**src/rtl/uart_tx_fifo_drive.sv**
```systemverilog
// uart_tx_fifo_drive
//   Buffered UART transmitter. Words arriving on a valid/ready stream are
//   queued in a FIFO and serialised onto o_uart_tx back-to-back: when the last
//   stop-bit clock of a frame sees another word waiting, the next start bit
//   follows with no idle gap.
//
//   Ports
//     i_clk            system clock (single domain)
//     i_rst            synchronous, active-high reset
//     i_user_tx_data   word to send (P_UART_DATA_WIDTH bits)
//     i_user_tx_valid  word present
//     o_user_tx_ready  registered; FIFO can accept a word this cycle
//     o_uart_tx        serial line, idle high
//     o_tx_busy        high while a frame is in progress
//     o_fifo_level     words held in the FIFO (excludes the word in flight)
//     i_break          only with UART_TX_BREAK_EN: hold the line low while idle
//
//   Optional feature macro: UART_TX_BREAK_EN (line break generation).
//
//   Timing: the line is a register fed from the current FSM state, so the
//   serial waveform trails the state (and o_tx_busy) by exactly one clock.
//   A handshake at edge N with an idle, empty transmitter pops at N+1 and
//   drives the start bit after N+2.
module uart_tx_fifo_drive #(
  parameter int P_SYSTEM_CLK      = 50_000_000,
  parameter int P_UART_BAUDRATE   = 9600,
  parameter int P_UART_DATA_WIDTH = 8,
  parameter int P_UART_STOP_WIDTH = 1,
  parameter int P_UART_CHECK      = 0,
  parameter int P_FIFO_DEPTH      = 16
) (
  input  logic                             i_clk,
  input  logic                             i_rst,
  input  logic [P_UART_DATA_WIDTH-1:0]     i_user_tx_data,
  input  logic                             i_user_tx_valid,
  output logic                             o_user_tx_ready,
  output logic                             o_uart_tx,
  output logic                             o_tx_busy,
  output logic [$clog2(P_FIFO_DEPTH):0]    o_fifo_level
`ifdef UART_TX_BREAK_EN
  ,
  input  logic                             i_break
`endif
);

  localparam int P_DIV  = P_SYSTEM_CLK / P_UART_BAUDRATE;
  localparam int DW     = P_UART_DATA_WIDTH;
  localparam int ADDR_W = $clog2(P_FIFO_DEPTH);
  localparam int LVL_W  = ADDR_W + 1;
  localparam int CNT_W  = (P_DIV > 1) ? $clog2(P_DIV) : 1;
  localparam int BIT_W  = $clog2(DW + 1);
  localparam bit HAS_PARITY = (P_UART_CHECK != 0);

  localparam logic [CNT_W-1:0] BAUD_LAST = CNT_W'(P_DIV - 1);
  localparam logic [BIT_W-1:0] DATA_LAST = BIT_W'(DW - 1);
  localparam logic [BIT_W-1:0] STOP_LAST = BIT_W'(P_UART_STOP_WIDTH - 1);

  typedef enum logic [2:0] {
    ST_IDLE,
    ST_START,
    ST_DATA,
    ST_PARITY,
    ST_STOP
  } state_t;

  // ---------------------------------------------------------------- FIFO
  logic [DW-1:0]     fifo_mem [P_FIFO_DEPTH];
  logic [ADDR_W-1:0] wr_ptr_reg;
  logic [ADDR_W-1:0] rd_ptr_reg;
  logic [LVL_W-1:0]  level_reg;
  logic [LVL_W-1:0]  level_next;
  logic              ready_reg;
  logic              push;
  logic              pop;
  logic              can_pop;
  logic [DW-1:0]     fifo_head;

  // ready_reg is only high when level_reg < depth, so push never overfills.
  assign push      = i_user_tx_valid & ready_reg;
  assign fifo_head = fifo_mem[rd_ptr_reg];

  always_comb begin
    level_next = level_reg;
    if (push && !pop) begin
      level_next = level_reg + LVL_W'(1);
    end else if (!push && pop) begin
      level_next = level_reg - LVL_W'(1);
    end
  end

  // Storage has no reset; the pointers define what is valid.
  always_ff @(posedge i_clk) begin
    if (push) begin
      fifo_mem[wr_ptr_reg] <= i_user_tx_data;
    end
  end

  // ---------------------------------------------------------------- break
`ifdef UART_TX_BREAK_EN
  // After break is released the line must sit at mark for one full bit time
  // before a start bit; guard_reg counts that interval down.
  logic [CNT_W-1:0] guard_reg;

  always_ff @(posedge i_clk) begin
    if (i_rst) begin
      guard_reg <= '0;
    end else if (i_break) begin
      guard_reg <= BAUD_LAST;
    end else if (guard_reg != '0) begin
      guard_reg <= guard_reg - CNT_W'(1);
    end
  end

  assign can_pop = (level_reg != '0) && !i_break && (guard_reg == '0);
`else
  assign can_pop = (level_reg != '0);
`endif

  // ---------------------------------------------------------------- FSM
  state_t           state_reg,    state_next;
  logic [CNT_W-1:0] baud_cnt_reg, baud_cnt_next;
  logic [BIT_W-1:0] bit_cnt_reg,  bit_cnt_next;
  logic [DW-1:0]    shift_reg,    shift_next;
  logic             parity_reg,   parity_next;
  logic             tx_reg,       line_next;
  logic             busy_reg;
  logic             bit_done;
  logic [CNT_W-1:0] baud_inc;

  function automatic logic parity_of(input logic [DW-1:0] d);
    // Odd: total ones including parity is odd; even: total is even.
    if (P_UART_CHECK == 1) begin
      return ~^d;
    end
    return ^d;
  endfunction

  assign bit_done = (baud_cnt_reg == BAUD_LAST);
  assign baud_inc = bit_done ? '0 : baud_cnt_reg + CNT_W'(1);

  always_comb begin
    state_next    = state_reg;
    baud_cnt_next = baud_cnt_reg;
    bit_cnt_next  = bit_cnt_reg;
    shift_next    = shift_reg;
    parity_next   = parity_reg;
    pop           = 1'b0;
    case (state_reg)
      ST_IDLE: begin
        if (can_pop) begin
          pop           = 1'b1;
          shift_next    = fifo_head;
          parity_next   = parity_of(fifo_head);
          baud_cnt_next = '0;
          bit_cnt_next  = '0;
          state_next    = ST_START;
        end
      end
      ST_START: begin
        baud_cnt_next = baud_inc;
        if (bit_done) begin
          state_next = ST_DATA;
        end
      end
      ST_DATA: begin
        baud_cnt_next = baud_inc;
        if (bit_done) begin
          shift_next = shift_reg >> 1;
          if (bit_cnt_reg == DATA_LAST) begin
            bit_cnt_next = '0;
            state_next   = HAS_PARITY ? ST_PARITY : ST_STOP;
          end else begin
            bit_cnt_next = bit_cnt_reg + BIT_W'(1);
          end
        end
      end
      ST_PARITY: begin
        baud_cnt_next = baud_inc;
        if (bit_done) begin
          state_next = ST_STOP;
        end
      end
      ST_STOP: begin
        baud_cnt_next = baud_inc;
        if (bit_done) begin
          if (bit_cnt_reg == STOP_LAST) begin
            bit_cnt_next = '0;
            // Chain straight into the next start bit when a word is waiting.
            if (can_pop) begin
              pop         = 1'b1;
              shift_next  = fifo_head;
              parity_next = parity_of(fifo_head);
              state_next  = ST_START;
            end else begin
              state_next = ST_IDLE;
            end
          end else begin
            bit_cnt_next = bit_cnt_reg + BIT_W'(1);
          end
        end
      end
      default: begin
        state_next = ST_IDLE;
      end
    endcase
  end

  always_comb begin
    line_next = 1'b1;
    case (state_reg)
      ST_START:  line_next = 1'b0;
      ST_DATA:   line_next = shift_reg[0];
      ST_PARITY: line_next = parity_reg;
      default:   line_next = 1'b1;
    endcase
`ifdef UART_TX_BREAK_EN
    if (state_reg == ST_IDLE && i_break) begin
      line_next = 1'b0;
    end
`endif
  end

  always_ff @(posedge i_clk) begin
    if (i_rst) begin
      state_reg    <= ST_IDLE;
      baud_cnt_reg <= '0;
      bit_cnt_reg  <= '0;
      shift_reg    <= '0;
      parity_reg   <= 1'b0;
      tx_reg       <= 1'b1;
      busy_reg     <= 1'b0;
      wr_ptr_reg   <= '0;
      rd_ptr_reg   <= '0;
      level_reg    <= '0;
      ready_reg    <= 1'b0;
    end else begin
      state_reg    <= state_next;
      baud_cnt_reg <= baud_cnt_next;
      bit_cnt_reg  <= bit_cnt_next;
      shift_reg    <= shift_next;
      parity_reg   <= parity_next;
      tx_reg       <= line_next;
      busy_reg     <= (state_next != ST_IDLE);
      level_reg    <= level_next;
      ready_reg    <= (level_next < LVL_W'(P_FIFO_DEPTH));
      if (push) begin
        wr_ptr_reg <= wr_ptr_reg + ADDR_W'(1);
      end
      if (pop) begin
        rd_ptr_reg <= rd_ptr_reg + ADDR_W'(1);
      end
    end
  end

  assign o_user_tx_ready = ready_reg;
  assign o_uart_tx       = tx_reg;
  assign o_tx_busy       = busy_reg;
  assign o_fifo_level    = level_reg;

endmodule

```
**config.mk**
```make
export PLATFORM = sky130hd
export DESIGN_NAME = uart_tx_fifo_drive
export DESIGN_NICKNAME = d
export VERILOG_FILES = /design/src/rtl/uart_tx_fifo_drive.sv
export SDC_FILE = /design/constraint.sdc
export NUM_CORES = 1
export LEC_CHECK = 0
export ABC_AREA = 1
export BUFFER_PORTS_ARGS = -buffer_cell sky130_fd_sc_hd__buf_2
export CORE_MARGIN = 4
export CORE_UTILIZATION = 50
export CTS_CLUSTER_DIAMETER = 60
export CTS_CLUSTER_SIZE = 25
export DETAILED_ROUTE_END_ITERATION = 6
export PLACE_DENSITY = 0.7
export SLEW_MARGIN = 20
export SYNTH_ARGS = -nofsm -noshare
export SYNTH_HDL_FRONTEND = slang
export SYNTH_SLANG_ARGS = --single-unit
```
**constraint.sdc**
```tcl
create_clock -name i_clk -period 4.4 [get_ports i_clk]
set_input_delay 0.22 -clock i_clk [delete_from_list [all_inputs] [get_ports i_clk]]
set_output_delay 0.22 -clock i_clk [all_outputs]
set_load 0.01 [all_outputs]
```
After elaboration in Yosys (flattened, before gate mapping)
Memories as Yosys holds them, arrays and structs flattened. A register that Yosys moved wholly into a read port is not among the register bits.
Index checks and enable logic that the tools add are counted.
- $add $sub $neg: 6
- $mul: 0
- div/mod/pow operators: 0
- order comparisons: 1
- equal/unequal tests: 10
- shift operators: 0
- multiplexer cells: 38
- bitwise operators: 1
- reduce and logical (&&, ||, !) cells: 17
- operators by type and width (operator ; count):
    2-to-1 mux 8 bit ; 4
    2-to-1 mux 4 bit ; 7
    2-to-1 mux 13 bit ; 2
    one-hot mux 13 bit (2 select lines) ; 1
    one-hot mux 8 bit (3 select lines) ; 1
    2-to-1 mux 3 bit ; 7
    one-hot mux 3 bit (5 select lines) ; 1
    adder 13 x 1 -> 13 bit (second input constant) ; 1
    == test 13 bit (second input constant) ; 1
    adder 4 x 1 -> 4 bit (second input constant) ; 3
    one-hot mux 4 bit (3 select lines) ; 1
    2-to-1 mux 5 bit ; 2
    2-to-1 mux 1 bit ; 9
    inequality test 2 bit (second input constant) ; 4
    AND reduction 4 bit ; 2
    XOR reduction 8 bit ; 1
    == test 3 x 2 -> 1 bit (second input constant) ; 2
    nonzero test 3 bit ; 2
    adder 5 x 1 -> 5 bit (second input constant) ; 1
    less-than comparator 5 bit (second input constant) ; 1
    nonzero test 5 bit ; 1
    subtractor 5 x 1 -> 5 bit (second input constant) ; 1
    == test 4 x 3 -> 1 bit (second input constant) ; 1
    zero test 4 bit ; 1
    other kinds (12) ; 16
- register bits: 45
- latch bits: 0
- bits in writable memories: 128
- memory bits (read-only): 0
- input bits: 11
- output and inout port bits: 8
- word-level logic and storage cells: 85
- memories kept: 1
- memory list (memory ; depth ; width ; read ports ; clocked after Yosys merged registers in ; write ports ; RTL line ; source):
    fifo_mem ; 16 ; 8 ; 1 ; 1 ; 1 ; 67 ; logic [DW-1:0] fifo_mem [P_FIFO_DEPTH];

Longest topological paths before layout
Gate-level depths: netlist of the first run.
- depth in word-level cells: 9
- gate-level depth with buffers: 17
- depth with buffers taken out: 16

Worst setup path after synthesis of the first run
No wires, ideal clock.
- path kind: reg-to-reg
- start point: register level_reg[0] (netlist: o_fifo_level[0])
- end point: register level_reg[3] (netlist: o_fifo_level[3])
- library setup time: 0.117 ns
- arrival: 1.973 ns
- required time: 4.283 ns
- setup slack: 2.309 ns
- cell stages (with the launch flop): 13
- path buffers: 0
- clock period less this slack: 2.091 ns
- path through: dfxtp_1 > inv_1 > ha_1 > nand3_1 > inv_1 > a211oi_1 > nand2_2 > clkinv_2 > ha_1 > inv_1 > nand2_1 > o221ai_1 > inv_1
- cells in the longest elaborated chain, start to end: 8
- elaborated cells on any way between the ends: 12
- classes of those cells: 2 x add/sub; 6 x mux; 4 x reduce/logical
- RTL lines (element ; RTL line ; source):
    from (decl) ; 70 ; logic [LVL_W-1:0] level_reg;
    from (signal assigned) ; 244 ; level_reg <= level_next;
    nonzero test 5 bit ; 116 ; assign can_pop = (level_reg != '0);
    2-to-1 mux 1 bit ; 150, 189 ;
    2-to-1 mux 1 bit ; 186 ; if (bit_cnt_reg == STOP_LAST) begin
    2-to-1 mux 1 bit ; 185 ; if (bit_done) begin
    one-hot mux 1 bit (2 select lines) ; 148 ; case (state_reg)
    logical AND 1 bit or zero test 1 bit (tied branches) ; 86, 84 ;
    2-to-1 mux 5 bit or logical AND 1 bit (tied branches) ; 86, 84 ;
    2-to-1 mux 5 bit (*) ; 84 ; if (push && !pop) begin
Every way passes the cells marked *; elsewhere a longest branch is shown, timed or not.
A chain may end at the register's enable or synchronous reset.

Worst setup path in the final report of the first run
- start point: register baud_cnt_reg[0]
- end point: register level_reg[3] (netlist: o_fifo_level[3])
- cells in the longest elaborated chain, start to end: 6
- elaborated cells on any way between the ends: 8
- classes of those cells: 1 x eq/ne; 4 x mux; 3 x reduce/logical
- RTL lines (element ; RTL line ; source):
    from (decl) ; 121 ; logic [CNT_W-1:0] baud_cnt_reg, baud_cnt_next;
    from (signal assigned) ; 238 ; baud_cnt_reg <= baud_cnt_next;
    == test 13 bit (*) ; 138 ; assign bit_done = (baud_cnt_reg == BAUD_LAST);
    2-to-1 mux 1 bit (*) ; 185 ;
    one-hot mux 1 bit (2 select lines) (*) ; 148 ;
    logical AND 1 bit or zero test 1 bit (tied branches) ; 86, 84 ;
    2-to-1 mux 5 bit or logical AND 1 bit (tied branches) ; 86, 84 ;
    2-to-1 mux 5 bit (*) ; 84 ;
Marks and branches as above.

==> reports/results.tsv, run 1 <==
metric	value	unit
GRT met2 Usage	0.302	
Final Cell Area	8940	µm²
flop-to-flop setup slack	1.94	ns
n_diodes	0	
H-tree Lvls	4	
CTS Sinks	177	
1st-iter DRT viols	572	
RSZ-0062 raised after global routing	false	
Max Slew Vio Count	0	
HP Class	in -> reg	
CP max stage cell	dfxtp_1	
WHS Path Cells	1	
post-DP HPWL	11200	µm
Synth cell types	38	
Resized Gates After CTS	0	
layout net count	944	
setup_tns	0	ns
Total Power	5100	µW
register area share after synthesis	0.587	
GPL Wtd Cong	0.826	
die footprint	18500	µm²
min cycle time layout	2.46	ns
status	complete, no violations	
worst slew pin tran	0.944	ns
router iterations before antenna repair	5	
grt met3 use	0.0363	
busiest layer in global routing	met2	
number of antenna violations at the first check in global routing	0	
cell taking the most area after synthesis	edfxtp_1	
Worst path most repeated cell	nand2_1	
Top-Level Pins	19	
PortBufs	18	
Critical Path Max Stage Delay	0.38	ns
Synth top area share	0.468	
nature of the critical path startpoint	flop	
Die W	136	µm
max reg flops	128	
final wirelength	17200	µm
die height	136	µm
Peak supply drop	0.000351	V
hold path endpoint	fifo_mem[9][7]	
Fmax achieved	406	MHz
Post-CTS Setup Bufs	0	
Synth Register Bits	177	
Worst EP arrival	2.77	ns
Placed Instances	1117	
share of layout cells above drive strength 1	0.0965	
vias per inst	5.15	
Max-slew headroom	0.368	
DR vias	5923	
GRT Total Usage	0.194	
Reg clk slew, reported paths	0.07	ns
Core Box Area	16000	µm²
max-cap violations	0	
synthesized area	8220	µm²
Setup Skew	0.00639	ns
CP Capture Type	flop	
DR WL/cell	15.0	µm
Setup-failing EPs final	0	
Final Hold Vio Count	0	
PwrDens	571	nW/µm²
syn avg cell area	9.04	µm²
Yosys warning count	0	
CTS tree	done	
Root Driver	clkbuf_16	
Placed Instance Area	8410	µm²
largest net degree at the start of global routing	65	
hold_buf cts	0	
met1 Usage GRT	0.278	
HP Start	i_user_tx_data[7]	
Layout fillers	1481	
Leakage	0.00380	µW
global-route wire length before repair	27600	µm
Layout Area Growth over Synthesis	8.77	%
Starting Density	0.513	
final non-filler cell total	1149	
Clock Latency Late Sink	0.42	ns
Critical R2R Capture	o_fifo_level[3]	
crit-path cells	ha_1 > nand2_1 > inv_1 > nand2_1 > nor3_4 > inv_2 > nand2_1 > nand2_2 > clkinv_2 > ha_1 > inv_1 > nand2_1 > o221ai_1 > inv_1	
syn nets	933	
critical path type	reg -> reg	
Crit Path Max Fanout	8	
top post-synthesis cells by area	edfxtp_1 (47%), nand2_1 (13%), dfxtp_1 (12%)	
Row Count	46	
total gr overflow	0	
worst path required time	4.71	ns
TritonCTS Buffers	17	
Final WS setup	1.94	ns
drt drc	0	
DP Worst Slack	1.96	ns
FF-to-FF path depth	14	
remaining antenna violation count	0	
Post-Syn Instances	909	
RR Startpoint	baud_cnt_reg[0]	
vias in the first global route	5253	
Longest Clk Path Bufs	2	
crit share post-route	0.559	
[layer usage]
layer	vias to the layer above	part of all wire	wire length, µm
met5	-	0	0
met3	24	0.063	1090
met1	2740	0.47	8030
met4	0	0.015	265
li1	2979	-	-
met2	180	0.45	7800
[synthesized netlist by cell type (all sizes together)]
| master | instances |
|---|---|
| nor4 | 1 |
| nand2 | 298 |
| buf | 20 |
| a311oi | 1 |
| nand3 | 91 |
| clkinv | 1 |
| o21ai | 21 |
| o221ai | 1 |
| nand4 | 5 |
| a221oi | 2 |
| clkbuf | 9 |
| xnor2 | 1 |
| ha | 13 |
| dfxtp | 49 |
| o211ai | 9 |
| nor3b | 2 |
| a21oi | 37 |
| nor3 | 11 |
| o22ai | 1 |
| nor2 | 66 |
| a31oi | 1 |
| edfxtp | 128 |
| xor2 | 6 |
| a211oi | 5 |
| inv | 130 |
[cell type report]
class,count,area [µm²],share of cell area
clock inverters,14,92.6,0.0104
repair buffers,21,113,0.0126
flip-flops and latches,177,4830,0.540
multi-input cells,572,2710,0.303
clock buffers,18,429,0.0480
well taps,216,270,0.0302
inverters,131,495,0.0554
[power by group]
part           switching, µW  total [µW]  internal [µW]  leakage (µW)
clock network            615        1330            716      0.000250
registers               96.0        2020           1920       0.00155
logic                   1200        1750            552       0.00199
total                   1910        5100           3190       0.00380
[cell usage in the layout, fill, tap and decap left out, types with 2 or more instances in the layout]
| master | instances |
|---|---|
| nand4_1 | 4 |
| nor2_2 | 6 |
| nor2_1 | 55 |
| nand2_1 | 290 |
| clkbuf_16 | 17 |
| dfxtp_1 | 48 |
| nand3_1 | 91 |
| inv_1 | 115 |
| buf_4 | 3 |
| edfxtp_1 | 128 |
| ha_1 | 13 |
| nor3_4 | 2 |
| a221oi_1 | 2 |
| nand2_2 | 8 |
| a21oi_1 | 36 |
| o211ai_1 | 9 |
| nor2_4 | 5 |
| o21ai_1 | 5 |
| nor3_1 | 8 |
| xor2_1 | 6 |
| o21ai_0 | 15 |
| clkinv_1 | 4 |
| clkinv_4 | 5 |
| buf_2 | 18 |
| inv_2 | 14 |
| a211oi_1 | 5 |
| clkinvlp_4 | 2 |
| clkinv_2 | 3 |
| nor3b_1 | 2 |
[worst max-delay path: cells and delay by family (launching register included)]
kind	cells	cell delay, ns
adder cells (fa/ha/maj)	2	0.47
buffers and inverters	5	0.59
flip-flops	1	0.38
AND/OR/NAND/NOR	6	0.76
AO/OA/AOI/OAI	1	0.14
[cells by family after synthesis]
logic type      count (synthesis)  share of synthesized area
simple gates                  474                      0.248
flops                         177                      0.587
buf+inv                       160                     0.0829
compound gates                 78                     0.0548
fa+ha+maj                      13                     0.0198
xor+xnor                        7                    0.00746
[worst max-delay path by stage]
| stage | startpoint | endpoint | slack [ns] | cells after the start |
|---|---|---|---|---|
| 6_report | baud_cnt_reg[0] | o_fifo_level[3] | 1.94 | 14 |
| 5_1_grt | flop | parity_reg | 1.66 | 17 |
| 4_1_cts | flop | parity_reg | 1.95 | 17 |
| 3_5_place_dp | flop | parity_reg | 1.96 | 17 |
| 3_3_place_gp | flop | parity_reg | 1.97 | 17 |
| 2_1_floorplan | o_fifo_level[0] | o_fifo_level[3] | 2.31 | 12 |
[through the flow]
stage	hold slack [ns]	utilization
finish	0.189	0.558
global route	0.199	0.558
CTS	0.180	0.558
detailed placement	0.458	0.526
global placement	0.454	0.526
floorplan	0.319	-
Note: power is estimated with default switching activity, not from simulation.
==> inputs of run 2 (changes only) <==
--- a/config.mk
+++ b/config.mk
@@ -12,7 +12,7 @@
 export CTS_CLUSTER_DIAMETER = 60
 export CTS_CLUSTER_SIZE = 25
 export DETAILED_ROUTE_END_ITERATION = 6
-export PLACE_DENSITY = 0.7
+export PLACE_DENSITY = 0.73
 export SLEW_MARGIN = 20
 export SYNTH_ARGS = -nofsm -noshare
 export SYNTH_HDL_FRONTEND = slang
==> constraint.sdc (replaced) <==
create_clock -name i_clk -period 2.2 [get_ports i_clk]
set_input_delay 0.11 -clock i_clk [delete_from_list [all_inputs] [get_ports i_clk]]
set_output_delay 0.11 -clock i_clk [all_outputs]
set_load 0.01 [all_outputs]
==> reports/results.tsv, run 2 (synthesis results as in run 1) <==
metric	value	unit	change
worst hold slack	0.0500	ns	-0.139 ns
DP Worst Slack	0.0820	ns	-1.87 ns
Root Driver	clkbuf_16		
max-cap violations	0		unchanged
1st-iter DRT viols	415		-27%
Final WS setup	0.200	ns	-1.74 ns
n_diodes	0		unchanged
Critical R2R Capture	o_fifo_level[3]		
HP Start	i_user_tx_data[2]		
setup_tns	0	ns	unchanged
max reg flops	128		unchanged
Fmax achieved	500	MHz	+23%
vias in the first global route	5713		+8.8%
die height	136	µm	unchanged
Max-slew headroom	0.552		+0.184
Core Box Area	16000	µm²	unchanged
Max Slew Vio Count	0		unchanged
global-route wire length before repair	27400	µm	-0.92%
FF-to-FF path depth	14		unchanged
HP Class	in -> reg		
min cycle time layout	2.00	ns	-0.461 ns
hold_buf cts	0		unchanged
CTS tree	done		
Clock Latency Late Sink	0.43	ns	about the same
layout net count	977		+3.5%
H-tree Lvls	4		unchanged
most frequent cells in the layout	nand2_1 (290), edfxtp_1 (128), inv_1 (112)		
Longest Clk Path Bufs	2		unchanged
Final Hold Vio Count	0		unchanged
GRT Total Usage	0.190		-0.00436
Reg clk slew, reported paths	0.07	ns	about the same
RSZ-0062 raised after global routing	false		
critical path type	reg -> reg		
DR WL/cell	13.9	µm	-7.2%
worst path required time	2.52	ns	-2.19 ns
total gr overflow	0		unchanged
DR vias	5974		+0.86%
Row Count	46		unchanged
TritonCTS Buffers	17		unchanged
worst slew pin tran	0.671	ns	-0.273 ns
number of antenna violations at the first check in global routing	0		unchanged
Die W	136	µm	unchanged
share of layout cells above drive strength 1	0.139		+0.0424
Crit Path Max Fanout	7		-1
Post-CTS Setup Bufs	0		unchanged
post-DP HPWL	10800	µm	-3.5%
status	complete, no violations		
drt drc	0		unchanged
flop-to-flop setup slack	0.20	ns	-1.74 ns
Layout Area Growth over Synthesis	13.5	%	
remaining antenna violation count	0		unchanged
Peak supply drop	0.000830	V	+140%
Setup Skew	0.0103	ns	+0.00392 ns
hold path endpoint	fifo_mem[1][2]		
Setup-failing EPs final	0		unchanged
GPL Wtd Cong	0.867		+4.9%
area of the multi-input gates	2730	µm²	+0.69%
CTS Sinks	177		unchanged
Register Area	4830	µm²	about the same
WHS Path Cells	1		unchanged
PortBufs	18		unchanged
Placed Instance Area	8700	µm²	+3.4%
crit share post-route	0.909		+0.350
Worst EP arrival	2.32	ns	-0.45 ns
final wirelength	16400	µm	-4.7%
nature of the critical path startpoint	flop		
Final Cell Area	9320	µm²	+4.3%
Layout fillers	1367		-7.7%
RR Startpoint	baud_cnt_reg[0]		
router iterations before antenna repair	5		unchanged
Leakage	0.00403	µW	+6.1%
largest net degree at the start of global routing	36		-45%
CP Capture Type	flop		
Top-Level Pins	19		unchanged
vias per inst	5.06		-1.9%
Starting Density	0.513		unchanged
die footprint	18500	µm²	unchanged
commonest non-fill, non-tap cell in the layout	nand2_1		
PwrDens	1160	nW/µm²	+100%
-- run 2: cell count changes in the layout (fill, tap and decap cells not counted), moves of 3 or more --
cell	before	now
buf_12	0	3
buf_4	3	33
bufinv_16	0	3
clkinv_4	5	1
inv_1	115	112
inv_2	14	17
inv_8	0	3
-- run 2: power breakdown --
part	internal, µW	switching, µW
clock	1800	1280
combinational	1310	2430
sequential	3840	176
total	6950	3890
-- run 2: worst max-delay path: stages (launching register included) --
cell and delay (ns):
dfxtp_2 0.33, ha_1 0.20, nand2_1 0.12, inv_1 0.07, nand2_1 0.11, nor3_4 0.05
inv_2 0.06, nand2_1 0.05, nand2_2 0.12, clkinv_2 0.08, ha_1 0.32, inv_2 0.13
nand2_1 0.07, o221ai_1 0.14, inv_1 0.05
-- run 2: metrics by stage --
stage | util | power [µW] | instances
after detailed placement | 0.544 | 7760 | 1150
after floorplan | - | 6820 | 909
after CTS | 0.581 | 10800 | 1181
after global routing | 0.583 | 11600 | 1181
final | 0.583 | 10800 | 1181
after global placement | 0.544 | 7690 | 1150
-- run 2: layer usage --
metal,global-route usage,up-vias,routed length (µm)
met5,0,-,0
met4,0.0812,0,441
met3,0.0437,38,806
met2,0.296,157,7460
met1,0.256,2736,7670
li1,-,3043,-
-- run 2: area by class of cell --
cell class	count	area share
Clock buffer	17	0.0456
Tap cell	216	0.0290
Timing Repair Buffer	54	0.0427
Sequential cell	177	0.518
Inverter	131	0.0531
Clock inverter	14	0.0191
Multi-Input combinational cell	572	0.293
-- run 2: worst max path at each step --
stage                     from               to  slack (ns)
2_1_floorplan  o_fifo_level[0]  o_fifo_level[3]        0.11
3_3_place_gp   o_fifo_level[1]  o_fifo_level[3]        0.15
3_5_place_dp   o_fifo_level[0]  o_fifo_level[3]        0.08
4_1_cts        o_fifo_level[1]  o_fifo_level[3]        0.05
5_1_grt        baud_cnt_reg[0]  o_fifo_level[3]        0.01
6_report       baud_cnt_reg[0]  o_fifo_level[3]        0.20
-- run 2: timing repair --
action / 4_1_cts / 5_1_grt
setup endpoints to repair: 0 / 11
endpoints found under the hold margin: 0 / 0
resized for setup: 0 / 9
